## src/rtl/masked_pkg.sv

```systemverilog
// Shared types and constants for the masked AND gadget scheduler and its mask LFSR.
// The LFSR shifts right; the tap mask selects bits 0,2,3,5 (x^16 + x^14 + x^13 + x^11 + 1).
package masked_pkg;

    localparam int LFSR_W = 16;
    localparam logic [LFSR_W-1:0] LFSR_TAPS = 16'h002D;

    typedef enum logic [1:0] {
        S_IDLE  = 2'd0,
        S_BUSY  = 2'd1,
        S_RESP  = 2'd2,
        S_CLEAR = 2'd3
    } sched_state_t;

    // Fresh random bits needed by a D-share ISW AND gadget.
    function automatic int rand_w(input int d);
        return d * (d - 1) / 2;
    endfunction

endpackage

```

## src/rtl/mask_lfsr.sv

```systemverilog
// 16-bit Fibonacci LFSR supplying mask randomness; advances one step per i_step.
// The low OUT_W bits of the current state are presented combinationally.
module mask_lfsr
    import masked_pkg::*;
#(
    parameter logic [LFSR_W-1:0] SEED  = 16'hACE1,
    parameter int                OUT_W = 1
) (
    input  logic             i_clk,
    input  logic             i_rst,
    input  logic             i_step,
    output logic [OUT_W-1:0] o_bits
);

    logic [LFSR_W-1:0] r_state;
    logic              w_fb;

    assign w_fb   = ^(r_state & LFSR_TAPS);
    assign o_bits = r_state[OUT_W-1:0];

    always_ff @(posedge i_clk) begin
        if (i_rst) begin
            r_state <= SEED;
        end else if (i_step) begin
            r_state <= {w_fb, r_state[LFSR_W-1:1]};
        end
    end

endmodule

```

## src/rtl/masked_and_sched.sv

```systemverilog
// Round-robin scheduler sharing one 2-share masked AND gadget; grant 1 cycle after req, response 4 cycles after grant.
// Requests wait while an operation is in flight; MASKED_AND_CLEAR_EN adds a one-cycle operand-zeroing CLEAR state.
module masked_and_sched
    import masked_pkg::*;
#(
    parameter int          D         = 2,
    parameter int          N_REQ     = 4,
    parameter logic [15:0] LFSR_SEED = 16'hACE1,
    parameter int          TIMEOUT   = 15,
    localparam int         RAND_W    = rand_w(D)
) (
    input  logic                 i_clk,
    input  logic                 i_rst,
    input  logic [N_REQ-1:0]     i_req,
    input  logic [N_REQ*D-1:0]   i_req_a,
    input  logic [N_REQ*D-1:0]   i_req_b,
    output logic [N_REQ-1:0]     o_gnt,
    output logic [N_REQ-1:0]     o_rsp_valid,
    output logic [D-1:0]         o_rsp_data,
    output logic                 o_rsp_err,
    output logic [D-1:0]         o_and_ina,
    output logic [D-1:0]         o_and_inb,
    output logic [RAND_W-1:0]    o_and_rin,
    output logic                 o_and_enable,
    input  logic                 i_and_done,
    input  logic [D-1:0]         i_and_out
);

    localparam int PTR_W = (N_REQ > 1) ? $clog2(N_REQ) : 1;
    localparam int CNT_W = $clog2(TIMEOUT + 1);

    sched_state_t       r_state;
    sched_state_t       w_state_nxt;
    logic [PTR_W-1:0]   r_rr_ptr;
    logic [D-1:0]       r_a;
    logic [D-1:0]       r_b;
    logic [RAND_W-1:0]  r_rin;
    logic [CNT_W-1:0]   r_to_cnt;
    logic [N_REQ-1:0]   r_gnt;
    logic [N_REQ-1:0]   r_rsp_valid;
    logic [D-1:0]       r_rsp_data;
    logic               r_rsp_err;

    logic               w_found;
    logic [PTR_W-1:0]   w_win;
    logic [PTR_W-1:0]   w_idx;
    logic [D-1:0]       w_win_a;
    logic [D-1:0]       w_win_b;
    logic [N_REQ-1:0]   w_win_oh;
    logic [N_REQ-1:0]   w_own_oh;
    logic [RAND_W-1:0]  w_lfsr_bits;
    logic               w_step;
    logic               w_done_ok;
    logic               w_to_hit;
    logic               w_clr;

    // Search starts just past the last winner so every requester gets a turn.
    always_comb begin
        w_found = 1'b0;
        w_win   = r_rr_ptr;
        w_idx   = '0;
        for (int k = 1; k <= N_REQ; k++) begin
            w_idx = PTR_W'((int'(r_rr_ptr) + k) % N_REQ);
            if (!w_found && i_req[w_idx]) begin
                w_found = 1'b1;
                w_win   = w_idx;
            end
        end
    end

    always_comb begin
        w_win_a  = '0;
        w_win_b  = '0;
        w_win_oh = '0;
        w_own_oh = '0;
        for (int i = 0; i < N_REQ; i++) begin
            if (w_win == PTR_W'(i)) begin
                w_win_a     = i_req_a[i*D +: D];
                w_win_b     = i_req_b[i*D +: D];
                w_win_oh[i] = 1'b1;
            end
            if (r_rr_ptr == PTR_W'(i)) begin
                w_own_oh[i] = 1'b1;
            end
        end
    end

    assign w_step = (r_state == S_IDLE) && w_found;

    mask_lfsr #(
        .SEED  (LFSR_SEED),
        .OUT_W (RAND_W)
    ) u_lfsr (
        .i_clk  (i_clk),
        .i_rst  (i_rst),
        .i_step (w_step),
        .o_bits (w_lfsr_bits)
    );

    // A zero count marks the first BUSY cycle, where and_done is still left over from the previous operation.
    assign w_done_ok = (r_state == S_BUSY) && i_and_done && (r_to_cnt != '0);
    assign w_to_hit  = (r_state == S_BUSY) && !w_done_ok && (r_to_cnt == CNT_W'(TIMEOUT - 1));

    always_comb begin
        w_state_nxt = r_state;
        case (r_state)
            S_IDLE:  if (w_found) w_state_nxt = S_BUSY;
            S_BUSY:  if (w_done_ok || w_to_hit) w_state_nxt = S_RESP;
`ifdef MASKED_AND_CLEAR_EN
            S_RESP:  w_state_nxt = S_CLEAR;
            S_CLEAR: w_state_nxt = S_IDLE;
`else
            S_RESP:  w_state_nxt = S_IDLE;
`endif
            default: w_state_nxt = S_IDLE;
        endcase
    end

    always_ff @(posedge i_clk) begin
        if (i_rst) begin
            r_state     <= S_IDLE;
            r_rr_ptr    <= PTR_W'(N_REQ - 1);
            r_a         <= '0;
            r_b         <= '0;
            r_rin       <= '0;
            r_to_cnt    <= '0;
            r_gnt       <= '0;
            r_rsp_valid <= '0;
            r_rsp_data  <= '0;
            r_rsp_err   <= 1'b0;
        end else begin
            r_state     <= w_state_nxt;
            r_gnt       <= '0;
            r_rsp_valid <= '0;
            case (r_state)
                S_IDLE: begin
                    if (w_found) begin
                        r_gnt    <= w_win_oh;
                        r_a      <= w_win_a;
                        r_b      <= w_win_b;
                        r_rin    <= w_lfsr_bits;
                        r_rr_ptr <= w_win;
                        r_to_cnt <= '0;
                    end
                end
                S_BUSY: begin
                    if (w_done_ok) begin
                        r_rsp_data  <= i_and_out;
                        r_rsp_err   <= 1'b0;
                        r_rsp_valid <= w_own_oh;
                    end else if (w_to_hit) begin
                        r_rsp_data  <= '0;
                        r_rsp_err   <= 1'b1;
                        r_rsp_valid <= w_own_oh;
                    end else begin
                        r_to_cnt <= r_to_cnt + CNT_W'(1);
                    end
                end
                default: ;
            endcase
        end
    end

    // Zeroing the gadget inputs between operations keeps shares of consecutive operands from meeting in glitches.
`ifdef MASKED_AND_CLEAR_EN
    assign w_clr = (r_state == S_CLEAR);
`else
    assign w_clr = 1'b0;
`endif

    assign o_and_ina    = w_clr ? '0 : r_a;
    assign o_and_inb    = w_clr ? '0 : r_b;
    assign o_and_rin    = w_clr ? '0 : r_rin;
    assign o_and_enable = (r_state == S_BUSY);
    assign o_gnt        = r_gnt;
    assign o_rsp_valid  = r_rsp_valid;
    assign o_rsp_data   = r_rsp_data;
    assign o_rsp_err    = r_rsp_err;

endmodule

```

## config.mk

```make
export PLATFORM = sky130hd
export DESIGN_NAME = masked_and_sched
export DESIGN_NICKNAME = d
export VERILOG_FILES = /design/src/rtl/masked_pkg.sv /design/src/rtl/mask_lfsr.sv /design/src/rtl/masked_and_sched.sv
export SDC_FILE = /design/constraint.sdc
export NUM_CORES = 1
export LEC_CHECK = 0
export ABC_AREA = 1
export ABC_CLOCK_PERIOD_IN_PS = 2500
export CAP_MARGIN = 20
export CORE_ASPECT_RATIO = 1.25
export CORE_MARGIN = 1.5
export CORE_UTILIZATION = 43
export CTS_BUF_LIST = sky130_fd_sc_hd__clkbuf_16
export DETAILED_ROUTE_END_ITERATION = 10
export HOLD_SLACK_MARGIN = 0.12
export PLACE_DENSITY = 0.76
export SETUP_SLACK_MARGIN = 0.5
export SKIP_LAST_GASP = 1
export SYNTH_ARGS = -nofsm -noshare
export SYNTH_HDL_FRONTEND = slang
export SYNTH_HIERARCHICAL = 1
export SYNTH_SLANG_ARGS = --single-unit
```

## constraint.sdc

```tcl
create_clock -name i_clk -period 2.5 [get_ports i_clk]
set_input_delay 0.5 -clock i_clk [delete_from_list [all_inputs] [get_ports i_clk]]
set_output_delay 0.5 -clock i_clk [all_outputs]
set_load 0.05 [all_outputs]
```

Word-level counts from Yosys, hierarchy flattened
Cells that the tools add are included.

storage, ports and cells
  register bits = 40
  bits in latches = 0
  RAM bits = 0
  ROM bits = 0
  input bits = 25
  memories kept = 0

operators by class
  add/subtract/negate cells = 5
  multiply operators = 0
  divide/modulo/power cells = 0
  order comparisons = 4
  equality and inequality tests = 12
  shift operators = 0
  muxes and demuxes = 45
  bitwise logic cells = 3
  reductions and logical operators = 26

operators with widths
  cell                 number
  $mux 2               16
  $mux 4               5
  $mux 1               18
  $reduce_xor 16->1    1
  $lt 2x3->1 const B   4
  $bmux 1 s2           4
  $eq 2x2->1 const B   4
  $logic_and 1x1->1    8
  $pmux 4 s2           1
  $eq 2x1->1 const B   3
  $logic_not 2->1      3
  $ne 2x2->1 const B   3
  $reduce_and 2->1     3
  $add 2x1->2 const B  2
  $add 2x2->2 const B  2
  $add 4x1->4 const B  1
  $eq 4x4->1 const B   1
  $logic_not 1->1      4
  $pmux 2 s2           1
  $reduce_and 4->1     1
  $reduce_bool 2->1    2
  $reduce_bool 4->1    1
  $not 1->1            3
  $reduce_or 3->1      1
  other kinds (3)      3

Depth between registers and ports, before layout
  depth after elaboration = 18
  depth in mapped cells = 16

Modules after synthesis
Netlist, hierarchy kept.

modules (own cells, without submodules)
  module            times used  cells each  area an instance (um^2)
  masked_and_sched  1           198         1363.8
  mask_lfsr         1           82          616.8

Worst setup path before layout
OpenSTA, ideal clock, no wires.

  path type = flip-flop to flip-flop
  start = reg r_rr_ptr[0]
  end = reg u_lfsr.r_state[4]
  library setup time = 0.119 ns
  arrival = 1.919 ns
  required time = 2.381 ns
  setup slack = 0.462 ns
  stages on the path, launching flop included = 15
  buffers on the path = 3
  path through = dfxtp_1 buf_6 inv_6 ha_1 inv_1 nand3_1 nand2_2 inv_1 nand4_1 nand2_2 inv_2 buf_6 buf_4 o21ai_1 a21oi_2

between the ends
  word-level cells in the longest chain between the ends = 14
  elaborated cells between the ends (all ways) = 23
  those cells by class = 4 x add/sub; 12 x mux; 7 x reduce/logical

ends and longest elaborated chain
  item                          line                     RTL
  start: declaration            masked_and_sched.sv:34   logic [PTR_W-1:0] r_rr_ptr;
  start signal: assignment      masked_and_sched.sv:122  r_rr_ptr <= PTR_W'(N_REQ - 1);
  start signal: assignment      masked_and_sched.sv:142  r_rr_ptr <= w_win;
  $add 2x1->2                   masked_and_sched.sv:63   w_idx = PTR_W'((int'(r_rr_ptr) + k) % N_REQ);
  $bmux 1 s2                    masked_and_sched.sv:64   if (!w_found && i_req[w_idx]) begin
  $mux 1 (implied by the code)  masked_and_sched.sv:64
  $mux 1                        masked_and_sched.sv:64
  $logic_not 1->1               masked_and_sched.sv:64
  $logic_and 1x1->1             masked_and_sched.sv:64
  $mux 1                        masked_and_sched.sv:64
  $logic_not 1->1               masked_and_sched.sv:64
  $logic_and 1x1->1             masked_and_sched.sv:64
  $mux 1                        masked_and_sched.sv:64
  $logic_not 1->1               masked_and_sched.sv:64
  $logic_and 1x1->1             masked_and_sched.sv:64
  $mux 1 (*)                    masked_and_sched.sv:64
  $logic_and 1x1->1 (*)         masked_and_sched.sv:88   assign w_step = (r_state == S_IDLE) && w_found;
  net w_step                    masked_and_sched.sv:52   logic w_step;
  end signal: assignment        mask_lfsr.sv:25          r_state <= {w_fb, r_state[LFSR_W-1:1]};
  end: declaration              mask_lfsr.sv:15          logic [LFSR_W-1:0] r_state;

Mark *: on every way through the listed nets, which the timed path passes. The rest lies on a longest branch. The select of a mux whose other input is x is not followed.
A chain may end at the register's enable or synchronous reset.

Worst setup path in the final report
  start = reg r_b[0] (netlist: o_and_inb[0])
  end = out o_and_inb[0]

RTL lines
  item                      line                     RTL
  start: declaration        masked_and_sched.sv:36   logic [D-1:0] r_b;
  start signal: assignment  masked_and_sched.sv:140  r_b <= w_win_b;
  end: declaration          masked_and_sched.sv:22   output logic [D-1:0] o_and_inb,

No word-level cell between the ends.

==> summary.md <==
| Metric | Value |
|---|---|
| Netlist Area Pre-Place | between 0.0015 and 0.002 mm² |
| Final TNS setup | 0 ps |
| Startpoint Class | flip-flop |
| Placer Congestion | 0.766 |
| Clk pin slew, worst setup/hold paths | 60 ps |
| Unrepaired setup endpoints after global routing | no |
| FP Rows | 27 |
| Skew-Pair Late Insertion Delay | about 280 ps |
| Die area | 0.00503 mm² |
| Synth top area cells | dfxtp_1, nand2_1, nor2_1 |
| Top delay family on crit path | buffers and inverters |
| Port bufs | 41 |
| Number of H-tree levels | 2 |
| Dpl ws | ~150 ps |
| Setup WS post-layout | approximately 570 ps |
| Initial core utilization | 0.448 |
| Crit end category | primary output |
| # setup viols final | 0 |
| #FFs+latches synth | 40 |
| Power per cell area | 1370 mW/mm² |
| CP peak stage delay | a little over 800 ps |
| DIE HEIGHT | about 79 µm |
| Worst-margin pin slew | 505 ps |
| Peak supply drop | 1.05 mV |
| TritonCTS buffer count | 5 |
| Hold Path Class | reg -> reg |
| Leakage | 1.28 nW |
| Layout area overhead | 39.5% |
| Worst EP arrival | 1430 ps |
| Dpl cells | 377 |
| Drt total wl | 4260 µm |
| Layout cells sized above 1 | 0.204 |
| Post-synthesis cell type count | 29 |
| Endpoints failing hold | 0 |
| Vias | 1,869 |
| Min Tclk post-route | 1930 ps |
| TritonCTS clock tree | yes |
| DRT iter0 DRCs | 87 |
| Grt total ovfl | 0 |
| Fin. max-slew vios | 0 |
| DRT Pass-1 Iters | 4 |
| Status | finished, final reports clean |
| Vias in the first global route | 1,636 |
| Worst Path Buf+Inv | 1 |
| Post-Route Skew | 3.68 ps |
| Root buffer cell | clkbuf_16 |
| Total chip power | 3.79 mW |
| Worst endpoint required time | roughly 2000 ps |
| Slowest CP cell | clkdlybuf4s50_1 |
| Relative slew slack | 0.662 |
| Synth area leader | dfxtp_1 |
| Total GRT Usage | 0.173 |
| CTS Buffer Depth | 2 |
| Antenna Cells | 0 |
| Maximum fanout along the worst path | 2 |
| Detail Placement HPWL | 3010 µm |
| Chip width | 63.7 µm |
| Finished Layout Cells | 391 |
| Post-Syn Instances | 280 |
| Max Fclk | 517 MHz |
| Final nets | 364 |
| Wirelength per Cell | 10.9 µm |
| Critical path class | reg -> out |
| Most frequent cells in the layout | nand2_1, dfxtp_1, clkdlybuf4s50_1, nor2_1, inv_1 |
| Core Area | 0.00443 mm² |
| DR DRC count | 0 |
| Initial antenna violation count | 0 |
| Seq/Total Area, Yosys | 0.404 |
| Top cell type's share of synthesized area | 0.404 |
| CTS sink cnt | 40 |
| First-pass GRT wire length | about 6800 µm |
| Fin crit share | 0.773 |
| Largest net degree at the start of global routing | 14 |
| Synth warnings | 6 |
| Syn Nets | around 310 |
| Post-Synthesis Mean Instance Area | 7.07 µm² |
| Vias/cell | 4.78 |
| Antenna Nets Post-Route | 0 |
| Leading cell type in the layout, fill and taps excluded | nand2_1 |
| # hold bufs at CTS | 0 |
| Number of max-cap violations | 0 |
| Worst path cell trace | clkdlybuf4s50_1 |
| Num ports | 42 |
## cells in the mapped netlist (all sizes together)
cell type / count
a21oi: 16
a31oi: 1
buf: 6
clkbuf: 1
dfxtp: 40
ha: 7
inv: 38
nand2: 83
nand3: 26
nand4: 4
nor2: 34
nor3: 2
o21ai: 19
or2: 2
xor2: 1
## kinds of logic (layout without fill, tap and decap cells)
logic type	count (synthesis)	count (layout)	synth area share
buffers and inverters	45	97	0.105
and+or+nand+nor	151	152	0.349
AOI/OAI and AO/OA	36	36	0.0935
adders and majority gates	7	7	0.0442
xor gates and xnor gates	1	1	0.00442
DFF	40	40	0.404
## path summary, 6_finish.rpt
check / cells after the start / slack (ps) / start / endpoint
worst max-delay path: 1 / 570 / o_and_inb[0] / o_and_inb[0]
worst min-delay path: 2 / 460 / o_rsp_data[1] / o_rsp_data[1]
worst max register to register: 12 / 570 / r_rr_ptr[0] / u_lfsr/r_state[1]
worst min register to register: 2 / 460 / o_rsp_data[1] / o_rsp_data[1]
## layer usage
metal / wire length (µm) / vias up / track usage
met5: 0 / - / 0
met4: 104 / 0 / 0.0978
met3: 101 / 8 / 0.0425
met2: 2230 / 25 / 0.298
met1: 1820 / 849 / 0.192
li1: - / 987 / -
## state kept, by name, summed over array words and instances (netlist names), 2 cells and up
| register | cells |
|---|---|
| r_to_cnt | 4 |
| o_rsp_data | 2 |
| o_and_ina | 2 |
| o_and_inb | 2 |
| r_rr_ptr | 2 |
| r_state | 2 |
| u_lfsr/r_state | 16 |
| o_rsp_valid | 4 |
| o_gnt | 4 |
## power breakdown
group / internal [mW] / switching, mW
logic: 0.755 / 1.37
clock network: 0.463 / 0.233
registers: 0.843 / 0.126
## cell type report
class	instances	area [µm²]
repair buffers	49	487
multi-input cells	196	1050
flip-flops and latches	40	806
clock inverters	3	37.5
well taps	58	72.6
fillers	403	1660
repair inverters	2	16.3
inverters	38	166
clock buffers	5	125
## repair_timing
action,4_1_cts,5_1_grt
gates resized for setup,5,39
gates cloned,0,3
pin swaps,0,6
endpoints found under the setup margin,8,25
buffers inserted,0,3
## metrics by stage
stage | hold slack [ps] | instance area (µm²) | utilization
floorplan | 429 | 1990 | -
global placement | 448 | 2460 | 0.555
detailed placement | 444 | 2460 | 0.555
CTS | 464 | 2620 | 0.593
global route | 487 | 2760 | 0.625
finish | 460 | 2760 | 0.625
No activity file was read; power rests on OpenSTA's default activity.
